<file path="config.mk">
export PLATFORM = sky130hd
export DESIGN_NAME = id_ex_stage_flat
export DESIGN_NICKNAME = d
export VERILOG_FILES = /design/src/rtl/id_ex_stage_pkg.sv /design/src/rtl/id_ex_stage_if.sv /design/src/rtl/id_ex_stage_fwd_sel.sv /design/src/rtl/id_ex_stage.sv /design/src/flat_wrapper.sv
export SDC_FILE = /design/constraint.sdc
export NUM_CORES = 1
export LEC_CHECK = 0
export CAP_MARGIN = 15
export CORE_ASPECT_RATIO = 2
export CORE_UTILIZATION = 40
export CTS_CLUSTER_DIAMETER = 150
export DETAILED_ROUTE_END_ITERATION = 8
export PLACE_DENSITY = 0.85
export SKIP_CTS_REPAIR_TIMING = 1
export SLEW_MARGIN = 20
export SYNTH_ARGS = -nofsm -noshare
export SYNTH_HDL_FRONTEND = slang
export SYNTH_HIERARCHICAL = 1
export SYNTH_SLANG_ARGS = --single-unit
</file>
<file path="constraint.sdc">
create_clock -name clk -period 3.2 [get_ports clk]
set_input_delay 0.64 -clock clk [delete_from_list [all_inputs] [get_ports clk]]
set_output_delay 0.64 -clock clk [all_outputs]
set_load 0.02 [all_outputs]
</file>
<file path="src/rtl/id_ex_stage_pkg.sv">
// id_ex_stage_pkg: shared types and constants for the ID/EX pipeline register.
package id_ex_stage_pkg;
    typedef enum logic [3:0] {
        ALU_ADD = 4'd0, ALU_SUB = 4'd1, ALU_AND = 4'd2, ALU_OR  = 4'd3,
        ALU_XOR = 4'd4, ALU_SLL = 4'd5, ALU_SRL = 4'd6, ALU_SRA = 4'd7,
        ALU_LHB = 4'd8, ALU_LLB = 4'd9
    } aluop_e;

    localparam logic [1:0] RUN    = 2'd0;
    localparam logic [1:0] DRAIN  = 2'd1;
    localparam logic [1:0] HALTED = 2'd2;

    localparam logic [1:0] DRAIN_CYCLES = 2'd3;

    typedef struct packed {
        logic en_z;
        logic en_n;
        logic en_v;
        logic memread;
        logic memwrite;
        logic memtoreg;
        logic regwrite;
        logic hlt;
    } ctrl_t;

    localparam ctrl_t CTRL_BUBBLE = '0;

    // R0 is hardwired, so a write to it can never be a forwarding source
    function automatic logic fwd_hit(input logic wr, input logic [3:0] rd, input logic [3:0] src);
        return wr && (rd != 4'd0) && (rd == src);
    endfunction
endpackage

</file>
<file path="src/rtl/id_ex_stage_if.sv">
// id_ex_stage_if: decode-side inputs and execute-side outputs of the ID/EX register.
// Forwarding signals exist only when ID_EX_FWD_EN is defined.
interface id_ex_stage_if;
    logic        stall, flush;
    logic [15:0] id_alu_in1, id_alu_in2, id_sw_data;
    logic [3:0]  id_rs, id_rt, id_rd, id_aluop;
    logic        id_en_z, id_en_n, id_en_v, id_memread, id_memwrite, id_memtoreg, id_regwrite, id_hlt;
    logic [15:0] ex_alu_in1, ex_alu_in2, ex_sw_data;
    logic [3:0]  ex_rs, ex_rt, ex_rd, ex_aluop;
    logic        ex_en_z, ex_en_n, ex_en_v, ex_memread, ex_memwrite, ex_memtoreg, ex_regwrite, ex_hlt;
    logic        halted;
`ifdef ID_EX_FWD_EN
    logic        id_fwd_ok1, id_fwd_ok2;
    logic        exmem_regwrite, memwb_regwrite;
    logic [3:0]  exmem_rd, memwb_rd;
    logic [15:0] exmem_result, memwb_result;
`endif

    modport master (
        output stall, flush, id_alu_in1, id_alu_in2, id_sw_data, id_rs, id_rt, id_rd, id_aluop,
               id_en_z, id_en_n, id_en_v, id_memread, id_memwrite, id_memtoreg, id_regwrite, id_hlt,
        input  ex_alu_in1, ex_alu_in2, ex_sw_data, ex_rs, ex_rt, ex_rd, ex_aluop,
               ex_en_z, ex_en_n, ex_en_v, ex_memread, ex_memwrite, ex_memtoreg, ex_regwrite, ex_hlt, halted
`ifdef ID_EX_FWD_EN
        , output id_fwd_ok1, id_fwd_ok2, exmem_regwrite, memwb_regwrite, exmem_rd, memwb_rd,
                 exmem_result, memwb_result
`endif
    );

    modport slave (
        input  stall, flush, id_alu_in1, id_alu_in2, id_sw_data, id_rs, id_rt, id_rd, id_aluop,
               id_en_z, id_en_n, id_en_v, id_memread, id_memwrite, id_memtoreg, id_regwrite, id_hlt,
        output ex_alu_in1, ex_alu_in2, ex_sw_data, ex_rs, ex_rt, ex_rd, ex_aluop,
               ex_en_z, ex_en_n, ex_en_v, ex_memread, ex_memwrite, ex_memtoreg, ex_regwrite, ex_hlt, halted
`ifdef ID_EX_FWD_EN
        , input id_fwd_ok1, id_fwd_ok2, exmem_regwrite, memwb_regwrite, exmem_rd, memwb_rd,
                exmem_result, memwb_result
`endif
    );
endinterface

</file>
<file path="src/rtl/id_ex_stage_fwd_sel.sv">
// id_ex_fwd_sel: picks one operand from EX/MEM, MEM/WB or decode, youngest producer first.
module id_ex_fwd_sel
    import id_ex_stage_pkg::*;
(
    input  logic        ok,
    input  logic [3:0]  src,
    input  logic [15:0] val,
    input  logic        exmem_regwrite,
    input  logic [3:0]  exmem_rd,
    input  logic [15:0] exmem_result,
    input  logic        memwb_regwrite,
    input  logic [3:0]  memwb_rd,
    input  logic [15:0] memwb_result,
    output logic [15:0] out
);
    assign out = (ok && fwd_hit(exmem_regwrite, exmem_rd, src)) ? exmem_result :
                 (ok && fwd_hit(memwb_regwrite, memwb_rd, src)) ? memwb_result : val;
endmodule

</file>
<file path="src/rtl/id_ex_stage.sv">
// id_ex_stage: ID/EX pipeline register with bubble insertion and HLT drain/halt FSM.
// Define ID_EX_FWD_EN to add operand forwarding from EX/MEM and MEM/WB.
module id_ex_stage
    import id_ex_stage_pkg::*;
(
    input logic          clk,
    input logic          rst_n,
    id_ex_stage_if.slave bus
);
    logic [15:0] in1, in2, sw;
    logic [1:0]  state, cnt;
    ctrl_t       id_ctrl, ex_ctrl;
    logic        take;

`ifdef ID_EX_FWD_EN
    id_ex_fwd_sel u_fwd1 (
        .ok(bus.id_fwd_ok1), .src(bus.id_rs), .val(bus.id_alu_in1),
        .exmem_regwrite(bus.exmem_regwrite), .exmem_rd(bus.exmem_rd), .exmem_result(bus.exmem_result),
        .memwb_regwrite(bus.memwb_regwrite), .memwb_rd(bus.memwb_rd), .memwb_result(bus.memwb_result),
        .out(in1)
    );
    id_ex_fwd_sel u_fwd2 (
        .ok(bus.id_fwd_ok2), .src(bus.id_rt), .val(bus.id_alu_in2),
        .exmem_regwrite(bus.exmem_regwrite), .exmem_rd(bus.exmem_rd), .exmem_result(bus.exmem_result),
        .memwb_regwrite(bus.memwb_regwrite), .memwb_rd(bus.memwb_rd), .memwb_result(bus.memwb_result),
        .out(in2)
    );
    // store data is always register-sourced, hence the constant enable
    id_ex_fwd_sel u_fwd_sw (
        .ok(1'b1), .src(bus.id_rt), .val(bus.id_sw_data),
        .exmem_regwrite(bus.exmem_regwrite), .exmem_rd(bus.exmem_rd), .exmem_result(bus.exmem_result),
        .memwb_regwrite(bus.memwb_regwrite), .memwb_rd(bus.memwb_rd), .memwb_result(bus.memwb_result),
        .out(sw)
    );
`else
    assign in1 = bus.id_alu_in1;
    assign in2 = bus.id_alu_in2;
    assign sw  = bus.id_sw_data;
`endif

    assign take    = (state == RUN) && !bus.stall && !bus.flush;
    assign id_ctrl = '{en_z: bus.id_en_z, en_n: bus.id_en_n, en_v: bus.id_en_v,
                       memread: bus.id_memread, memwrite: bus.id_memwrite, memtoreg: bus.id_memtoreg,
                       regwrite: bus.id_regwrite && (bus.id_rd != 4'd0), hlt: bus.id_hlt};

    always_ff @(posedge clk or negedge rst_n) begin
        if (!rst_n) begin
            state          <= RUN;
            cnt            <= 2'd0;
            ex_ctrl        <= CTRL_BUBBLE;
            bus.ex_alu_in1 <= '0;
            bus.ex_alu_in2 <= '0;
            bus.ex_sw_data <= '0;
            bus.ex_rs      <= '0;
            bus.ex_rt      <= '0;
            bus.ex_rd      <= '0;
            bus.ex_aluop   <= '0;
        end else begin
            ex_ctrl        <= take ? id_ctrl : CTRL_BUBBLE;
            bus.ex_alu_in1 <= take ? in1 : '0;
            bus.ex_alu_in2 <= take ? in2 : '0;
            bus.ex_sw_data <= take ? sw : '0;
            bus.ex_rs      <= take ? bus.id_rs : '0;
            bus.ex_rt      <= take ? bus.id_rt : '0;
            bus.ex_rd      <= take ? bus.id_rd : '0;
            bus.ex_aluop   <= take ? bus.id_aluop : '0;
            if (take && bus.id_hlt) begin
                state <= DRAIN;
                cnt   <= 2'd0;
            end else if (state == DRAIN) begin
                if (cnt == DRAIN_CYCLES) state <= HALTED;
                else cnt <= cnt + 2'd1;
            end
        end
    end

    assign bus.ex_en_z     = ex_ctrl.en_z;
    assign bus.ex_en_n     = ex_ctrl.en_n;
    assign bus.ex_en_v     = ex_ctrl.en_v;
    assign bus.ex_memread  = ex_ctrl.memread;
    assign bus.ex_memwrite = ex_ctrl.memwrite;
    assign bus.ex_memtoreg = ex_ctrl.memtoreg;
    assign bus.ex_regwrite = ex_ctrl.regwrite;
    assign bus.ex_hlt      = ex_ctrl.hlt;
    assign bus.halted      = (state == HALTED);
endmodule

</file>
<file path="src/flat_wrapper.sv">
// flat-port wrapper written by rule: the top's interface ports become plain ports
module id_ex_stage_flat import id_ex_stage_pkg::*;
  (clk, rst_n, bus_stall, bus_flush, bus_id_alu_in1, bus_id_alu_in2, bus_id_sw_data, bus_id_rs, bus_id_rt, bus_id_rd, bus_id_aluop, bus_id_en_z, bus_id_en_n, bus_id_en_v, bus_id_memread, bus_id_memwrite, bus_id_memtoreg, bus_id_regwrite, bus_id_hlt, bus_ex_alu_in1, bus_ex_alu_in2, bus_ex_sw_data, bus_ex_rs, bus_ex_rt, bus_ex_rd, bus_ex_aluop, bus_ex_en_z, bus_ex_en_n, bus_ex_en_v, bus_ex_memread, bus_ex_memwrite, bus_ex_memtoreg, bus_ex_regwrite, bus_ex_hlt, bus_halted);
  id_ex_stage_if bus_i ();
  input logic clk;
  input logic rst_n;
  input wire logic [$bits(bus_i.stall)-1:0] bus_stall;
  input wire logic [$bits(bus_i.flush)-1:0] bus_flush;
  input wire logic [$bits(bus_i.id_alu_in1)-1:0] bus_id_alu_in1;
  input wire logic [$bits(bus_i.id_alu_in2)-1:0] bus_id_alu_in2;
  input wire logic [$bits(bus_i.id_sw_data)-1:0] bus_id_sw_data;
  input wire logic [$bits(bus_i.id_rs)-1:0] bus_id_rs;
  input wire logic [$bits(bus_i.id_rt)-1:0] bus_id_rt;
  input wire logic [$bits(bus_i.id_rd)-1:0] bus_id_rd;
  input wire logic [$bits(bus_i.id_aluop)-1:0] bus_id_aluop;
  input wire logic [$bits(bus_i.id_en_z)-1:0] bus_id_en_z;
  input wire logic [$bits(bus_i.id_en_n)-1:0] bus_id_en_n;
  input wire logic [$bits(bus_i.id_en_v)-1:0] bus_id_en_v;
  input wire logic [$bits(bus_i.id_memread)-1:0] bus_id_memread;
  input wire logic [$bits(bus_i.id_memwrite)-1:0] bus_id_memwrite;
  input wire logic [$bits(bus_i.id_memtoreg)-1:0] bus_id_memtoreg;
  input wire logic [$bits(bus_i.id_regwrite)-1:0] bus_id_regwrite;
  input wire logic [$bits(bus_i.id_hlt)-1:0] bus_id_hlt;
  output wire logic [$bits(bus_i.ex_alu_in1)-1:0] bus_ex_alu_in1;
  output wire logic [$bits(bus_i.ex_alu_in2)-1:0] bus_ex_alu_in2;
  output wire logic [$bits(bus_i.ex_sw_data)-1:0] bus_ex_sw_data;
  output wire logic [$bits(bus_i.ex_rs)-1:0] bus_ex_rs;
  output wire logic [$bits(bus_i.ex_rt)-1:0] bus_ex_rt;
  output wire logic [$bits(bus_i.ex_rd)-1:0] bus_ex_rd;
  output wire logic [$bits(bus_i.ex_aluop)-1:0] bus_ex_aluop;
  output wire logic [$bits(bus_i.ex_en_z)-1:0] bus_ex_en_z;
  output wire logic [$bits(bus_i.ex_en_n)-1:0] bus_ex_en_n;
  output wire logic [$bits(bus_i.ex_en_v)-1:0] bus_ex_en_v;
  output wire logic [$bits(bus_i.ex_memread)-1:0] bus_ex_memread;
  output wire logic [$bits(bus_i.ex_memwrite)-1:0] bus_ex_memwrite;
  output wire logic [$bits(bus_i.ex_memtoreg)-1:0] bus_ex_memtoreg;
  output wire logic [$bits(bus_i.ex_regwrite)-1:0] bus_ex_regwrite;
  output wire logic [$bits(bus_i.ex_hlt)-1:0] bus_ex_hlt;
  output wire logic [$bits(bus_i.halted)-1:0] bus_halted;
  assign bus_i.stall = bus_stall;
  assign bus_i.flush = bus_flush;
  assign bus_i.id_alu_in1 = bus_id_alu_in1;
  assign bus_i.id_alu_in2 = bus_id_alu_in2;
  assign bus_i.id_sw_data = bus_id_sw_data;
  assign bus_i.id_rs = bus_id_rs;
  assign bus_i.id_rt = bus_id_rt;
  assign bus_i.id_rd = bus_id_rd;
  assign bus_i.id_aluop = bus_id_aluop;
  assign bus_i.id_en_z = bus_id_en_z;
  assign bus_i.id_en_n = bus_id_en_n;
  assign bus_i.id_en_v = bus_id_en_v;
  assign bus_i.id_memread = bus_id_memread;
  assign bus_i.id_memwrite = bus_id_memwrite;
  assign bus_i.id_memtoreg = bus_id_memtoreg;
  assign bus_i.id_regwrite = bus_id_regwrite;
  assign bus_i.id_hlt = bus_id_hlt;
  assign bus_ex_alu_in1 = bus_i.ex_alu_in1;
  assign bus_ex_alu_in2 = bus_i.ex_alu_in2;
  assign bus_ex_sw_data = bus_i.ex_sw_data;
  assign bus_ex_rs = bus_i.ex_rs;
  assign bus_ex_rt = bus_i.ex_rt;
  assign bus_ex_rd = bus_i.ex_rd;
  assign bus_ex_aluop = bus_i.ex_aluop;
  assign bus_ex_en_z = bus_i.ex_en_z;
  assign bus_ex_en_n = bus_i.ex_en_n;
  assign bus_ex_en_v = bus_i.ex_en_v;
  assign bus_ex_memread = bus_i.ex_memread;
  assign bus_ex_memwrite = bus_i.ex_memwrite;
  assign bus_ex_memtoreg = bus_i.ex_memtoreg;
  assign bus_ex_regwrite = bus_i.ex_regwrite;
  assign bus_ex_hlt = bus_i.ex_hlt;
  assign bus_halted = bus_i.halted;
  id_ex_stage u_core (.clk(clk), .rst_n(rst_n), .bus(bus_i));
endmodule
</file>
## Word-level counts from Yosys, hierarchy flattened

Index checks and enable logic that the tools add are counted.
Widths: inputs -> output; s select.

| storage, ports and cells | value |
|---|---|
| input port bits | 76 |
| memories | 0 |
| latch bits | 0 |
| word-level logic and storage cells | 48 |
| flip-flop bits (word level) | 76 |
| output and inout bits | 73 |
| bits in read-only memories | 0 |
| memory bits (writable) | 0 |

| cells by class | value |
|---|---|
| reductions and logical operators | 12 |
| $lt $le $gt $ge | 0 |
| mux-type cells | 14 |
| add/subtract/negate cells | 1 |
| equality and inequality tests | 4 |
| divide/modulo/power cells | 0 |
| bitwise operators | 0 |
| shifts and indexed selects | 0 |
| $mul | 0 |

Operator list:

| cell | count |
|---|---|
| $mux 16 | 3 |
| $mux 4 | 4 |
| $mux 2 | 6 |
| $mux 8 | 1 |
| $eq 2x2->1 const B | 2 |
| $logic_and 1x1->1 | 4 |
| $reduce_and 2->1 | 2 |
| $reduce_bool 2->1 | 2 |
| $reduce_bool 4->1 | 1 |
| $add 2x1->2 const B | 1 |
| $eq 2x1->1 const B | 1 |
| $logic_not 1->1 | 2 |
| $logic_not 2->1 | 1 |
| $ne 2x1->1 const B | 1 |

## Depth between registers and ports, before layout

| logic depth | value |
|---|---|
| depth in word-level cells | 6 |
| depth in mapped cells | 4 |
| mapped depth without buffers | 4 |

## Least setup slack after synthesis

Ideal clock, no wire load.

| timing | value |
|---|---|
| path kind | input port to flip-flop |
| from | input port bus_stall |
| to | register u_core.bus.ex_alu_in1[0] |
| buffers on the path | 1 |
| arrival | 1.365 ns |
| library setup time | 0.066 ns |
| stages on the path | 3 |
| required time | 3.134 ns |
| slack | 1.769 ns |
| cells stage by stage | nor4_4 clkbuf_2 and2_1 |

| between the ends | value |
|---|---|
| longest elaborated chain between the ends | 4 |

RTL lines:

| element | line | RTL |
|---|---|---|
| from (decl) | flat_wrapper.sv:7 | `input wire logic [$bits(bus_i.stall)-1:0] bus_stall;` |
| $logic_not 1->1 | id_ex_stage.sv:41 | `assign take = (state == RUN) && !bus.stall && !bus.flush;` |
| $logic_and 1x1->1 (2 in series) | id_ex_stage.sv:41 |  |
| $mux 16 | id_ex_stage.sv:60 | `bus.ex_alu_in1 <= take ? in1 : '0;` |
| to (signal assigned) | id_ex_stage.sv:60 |  |
| to (decl) | id_ex_stage_if.sv:33 | `output ex_alu_in1, ex_alu_in2, ex_sw_data, ex_rs, ex_rt, ex_rd, ex_aluop,` |

No other way between the ends.
A chain may end at the register's enable or synchronous reset.

## Worst setup path after layout

| timing | value |
|---|---|
| from | register u_core.state[1] |
| to | output port bus_halted |

| between the ends | value |
|---|---|
| longest elaborated chain between the ends | 1 |

RTL lines:

| element | line | RTL |
|---|---|---|
| from (decl) | id_ex_stage.sv:11 | `logic [1:0] state, cnt;` |
| from (signal assigned) | id_ex_stage.sv:48 | `state <= RUN;` |
| from (signal assigned) | id_ex_stage.sv:68 | `state <= DRAIN;` |
| from (signal assigned) | id_ex_stage.sv:71 | `if (cnt == DRAIN_CYCLES) state <= HALTED;` |
| $eq 2x2->1 | id_ex_stage.sv:85 | `assign bus.halted = (state == HALTED);` |
| to (decl) | flat_wrapper.sv:39 | `output wire logic [$bits(bus_i.halted)-1:0] bus_halted;` |

No other way between the ends.

==> flow_metrics.env <==
export IMPL_worstSetupPathType="reg -> out"
export IMPL_ys_seq_elements=76
export IMPL_rr_startpoint="u_core/state[1]"
export IMPL_port_buffers=148
export IMPL_status="complete, but fails checks"
export IMPL_worstMarginPinSlew_ps=920
export IMPL_slew_violations=0
export IMPL_gp_congestion=0.741
export IMPL_ios=149
export IMPL_wl_per_cell_um=14.1
export IMPL_area_delta_synth_final_pct=74.5
export IMPL_seq_area_mm2=0.00190
export IMPL_avgSynthCellArea_um2=14.9
export IMPL_firstDrtPassIters=6
export IMPL_tns_ps=0
export IMPL_drive_gt1_frac=0.0583
export IMPL_ff2ff_setup_slack_ps=1750
export IMPL_ant_nets=0
export IMPL_cts_tree="yes"
export IMPL_hpwl_mm=4.03
export IMPL_rows=40
export IMPL_startpoint_type="register"
export IMPL_p_leak_uw=0.00202
export IMPL_synth_warnings=6
export IMPL_synth_cells=167
export IMPL_antenna_found_initial=0
export IMPL_final_common_cell="clkdlybuf4s50_1"
export IMPL_grt_pass1_wl_mm=8.58
export IMPL_cts_num_sinks=76
export IMPL_groute_usage_overall=0.183
export IMPL_die_w_um=57.8
export IMPL_fin_crit_sh=0.679
export IMPL_multiInputGateArea_um2=553
export IMPL_relSlewSlack=0.387
export IMPL_start_util=0.415
export IMPL_path_max_fanout=5
export IMPL_die_area_mm2=0.00656
export IMPL_hold_violations=0
export IMPL_r2r_cells=3
export IMPL_worstSkewPairLatency_ps=330
export IMPL_diodes=0
export IMPL_grt_ovfl_total=0
export IMPL_final_cell_area_mm2=0.00435
export IMPL_max_freq_mhz=460
export IMPL_core_area_mm2=0.00601
export IMPL_dpl_cell_area_mm2=0.00403
export IMPL_final_nets=398
export IMPL_startpoint="u_core/state[1]"
export IMPL_ir_drop_mv=0.482
export IMPL_htree_levels=3
export IMPL_syn_area_mm2=0.00249
export IMPL_fin_skew_ps=3.23
export IMPL_cts_path_max_buffers=2
export IMPL_powerDensity_mw_per_mm2=574
export IMPL_grt_max_degree=77
export IMPL_mostFrequentLayoutCells="147 x clkdlybuf4s50_1, 76 x dfrtp_1, 71 x and2_1"
export IMPL_clockRootBuffer="clkbuf_16"
export IMPL_cap_violations=0
export IMPL_chipHeight_um=114
export IMPL_synth_seq_area_share=0.764
export IMPL_post_route_drc_count=10
export IMPL_n_fill_cell=429
export IMPL_rsz0062_at_grt="false"
export IMPL_wirelength_mm=5.49
export IMPL_layout_min_cycle_time_ps=2170
export IMPL_via_per_inst=4.37
export IMPL_failed_checks="DRC"
export IMPL_cts_buffers=9
export IMPL_drt_initial_drc_count=52
export IMPL_vias=1700
export IMPL_ys_types=14
export IMPL_cp_required_ps=2560
export IMPL_synth_fp_nets=244
export IMPL_first_global_vias=1755
export IMPL_endpoint_kind="output port"
export IMPL_setup_viol_count_final=0
export IMPL_clk_pin_slew_ps=50
export IMPL_holdCritPathClass="in -> async"
export IMPL_p_total_uw=2490
export IMPL_cp_data_arrival_time_ps=1530
-- power by group --
group	switching [µW]	internal, µW
Clock	355	699
Combinational	159	216
Sequential	38.5	1030
Total	552	1940
-- cell type report --
cell class / count / area share
flip-flops and latches: 76 / 0.438
well taps: 63 / 0.0181
multi-input cells: 84 / 0.127
repair buffers: 150 / 0.344
clock inverters: 5 / 0.0173
clock buffers: 11 / 0.0559
-- cell usage after synthesis --
| cell type | number | area (µm²) |
|---|---|---|
| dfrtp_1 | 76 | 1900 |
| and2_1 | 71 | 444 |
| clkbuf_2 | 7 | 35.0 |
| a21o_1 | 2 | 15.0 |
| nor2_1 | 2 | 7.51 |
| and3_1 | 1 | 6.26 |
| ha_1 | 1 | 12.5 |
| mux2i_1 | 1 | 10.0 |
| nand2b_1 | 1 | 6.26 |
| nor2b_1 | 1 | 6.26 |
| nor3b_1 | 1 | 7.51 |
| nor4_4 | 1 | 21.3 |
| or4_1 | 1 | 7.51 |
| xnor2_1 | 1 | 8.76 |
-- sequential cells by signal (all words and copies together), names as in the netlist, 2 cells and up --
signal	count
u_core/bus.ex_rd	4
u_core/bus.ex_aluop	4
u_core/bus.ex_rt	4
u_core/state	2
u_core/bus.ex_sw_data	16
u_core/bus.ex_alu_in1	16
u_core/bus.ex_alu_in2	16
u_core/bus.ex_rs	4
u_core/cnt	2
-- critical path: stages, from the launching register on --
cell             delay, ps
dfrtp_1                440
nor2b_1                160
clkdlybuf4s50_1        610
-- per-layer routing --
metal | vias up | GRT usage | part of all wire
met5 | - | 0 | 0
met4 | 0 | 0.0952 | 0.030
met3 | 16 | 0.0896 | 0.10
met2 | 86 | 0.312 | 0.55
met1 | 781 | 0.177 | 0.32
li1 | 817 | - | -
-- worst paths after layout --
check / to
setup / recovery: bus_halted
hold / removal: u_core/cnt[1]
setup reg to reg: u_core/bus.ex_regwrite
hold reg to reg: u_core/cnt[1]
max in group asynchronous: u_core/bus.ex_alu_in2[5]
min in group clk: u_core/cnt[1]
-- cell families (layout without fill, tap and decap cells) --
logic type	after synthesis	in the layout	share of synthesized area
compound gates	2	2	0.00603
xor+xnor	1	1	0.00352
fa+ha+maj	1	1	0.00502
buf+inv	7	166	0.0141
flops	76	76	0.764
mux	1	1	0.00402
simple gates	79	79	0.204
-- stage by stage --
stage | std cells | util | hold slack [ps] | setup WS [ps]
after global routing | 389 | 0.724 | 516 | 982
after detailed placement | 373 | 0.671 | 541 | 1070
after floorplan | 167 | - | 344 | 1770
after CTS | 389 | 0.724 | 483 | 1020
final | 389 | 0.724 | 438 | 1030
after global placement | 373 | 0.671 | 509 | 1090
Note: power is estimated with default switching activity, not from simulation.
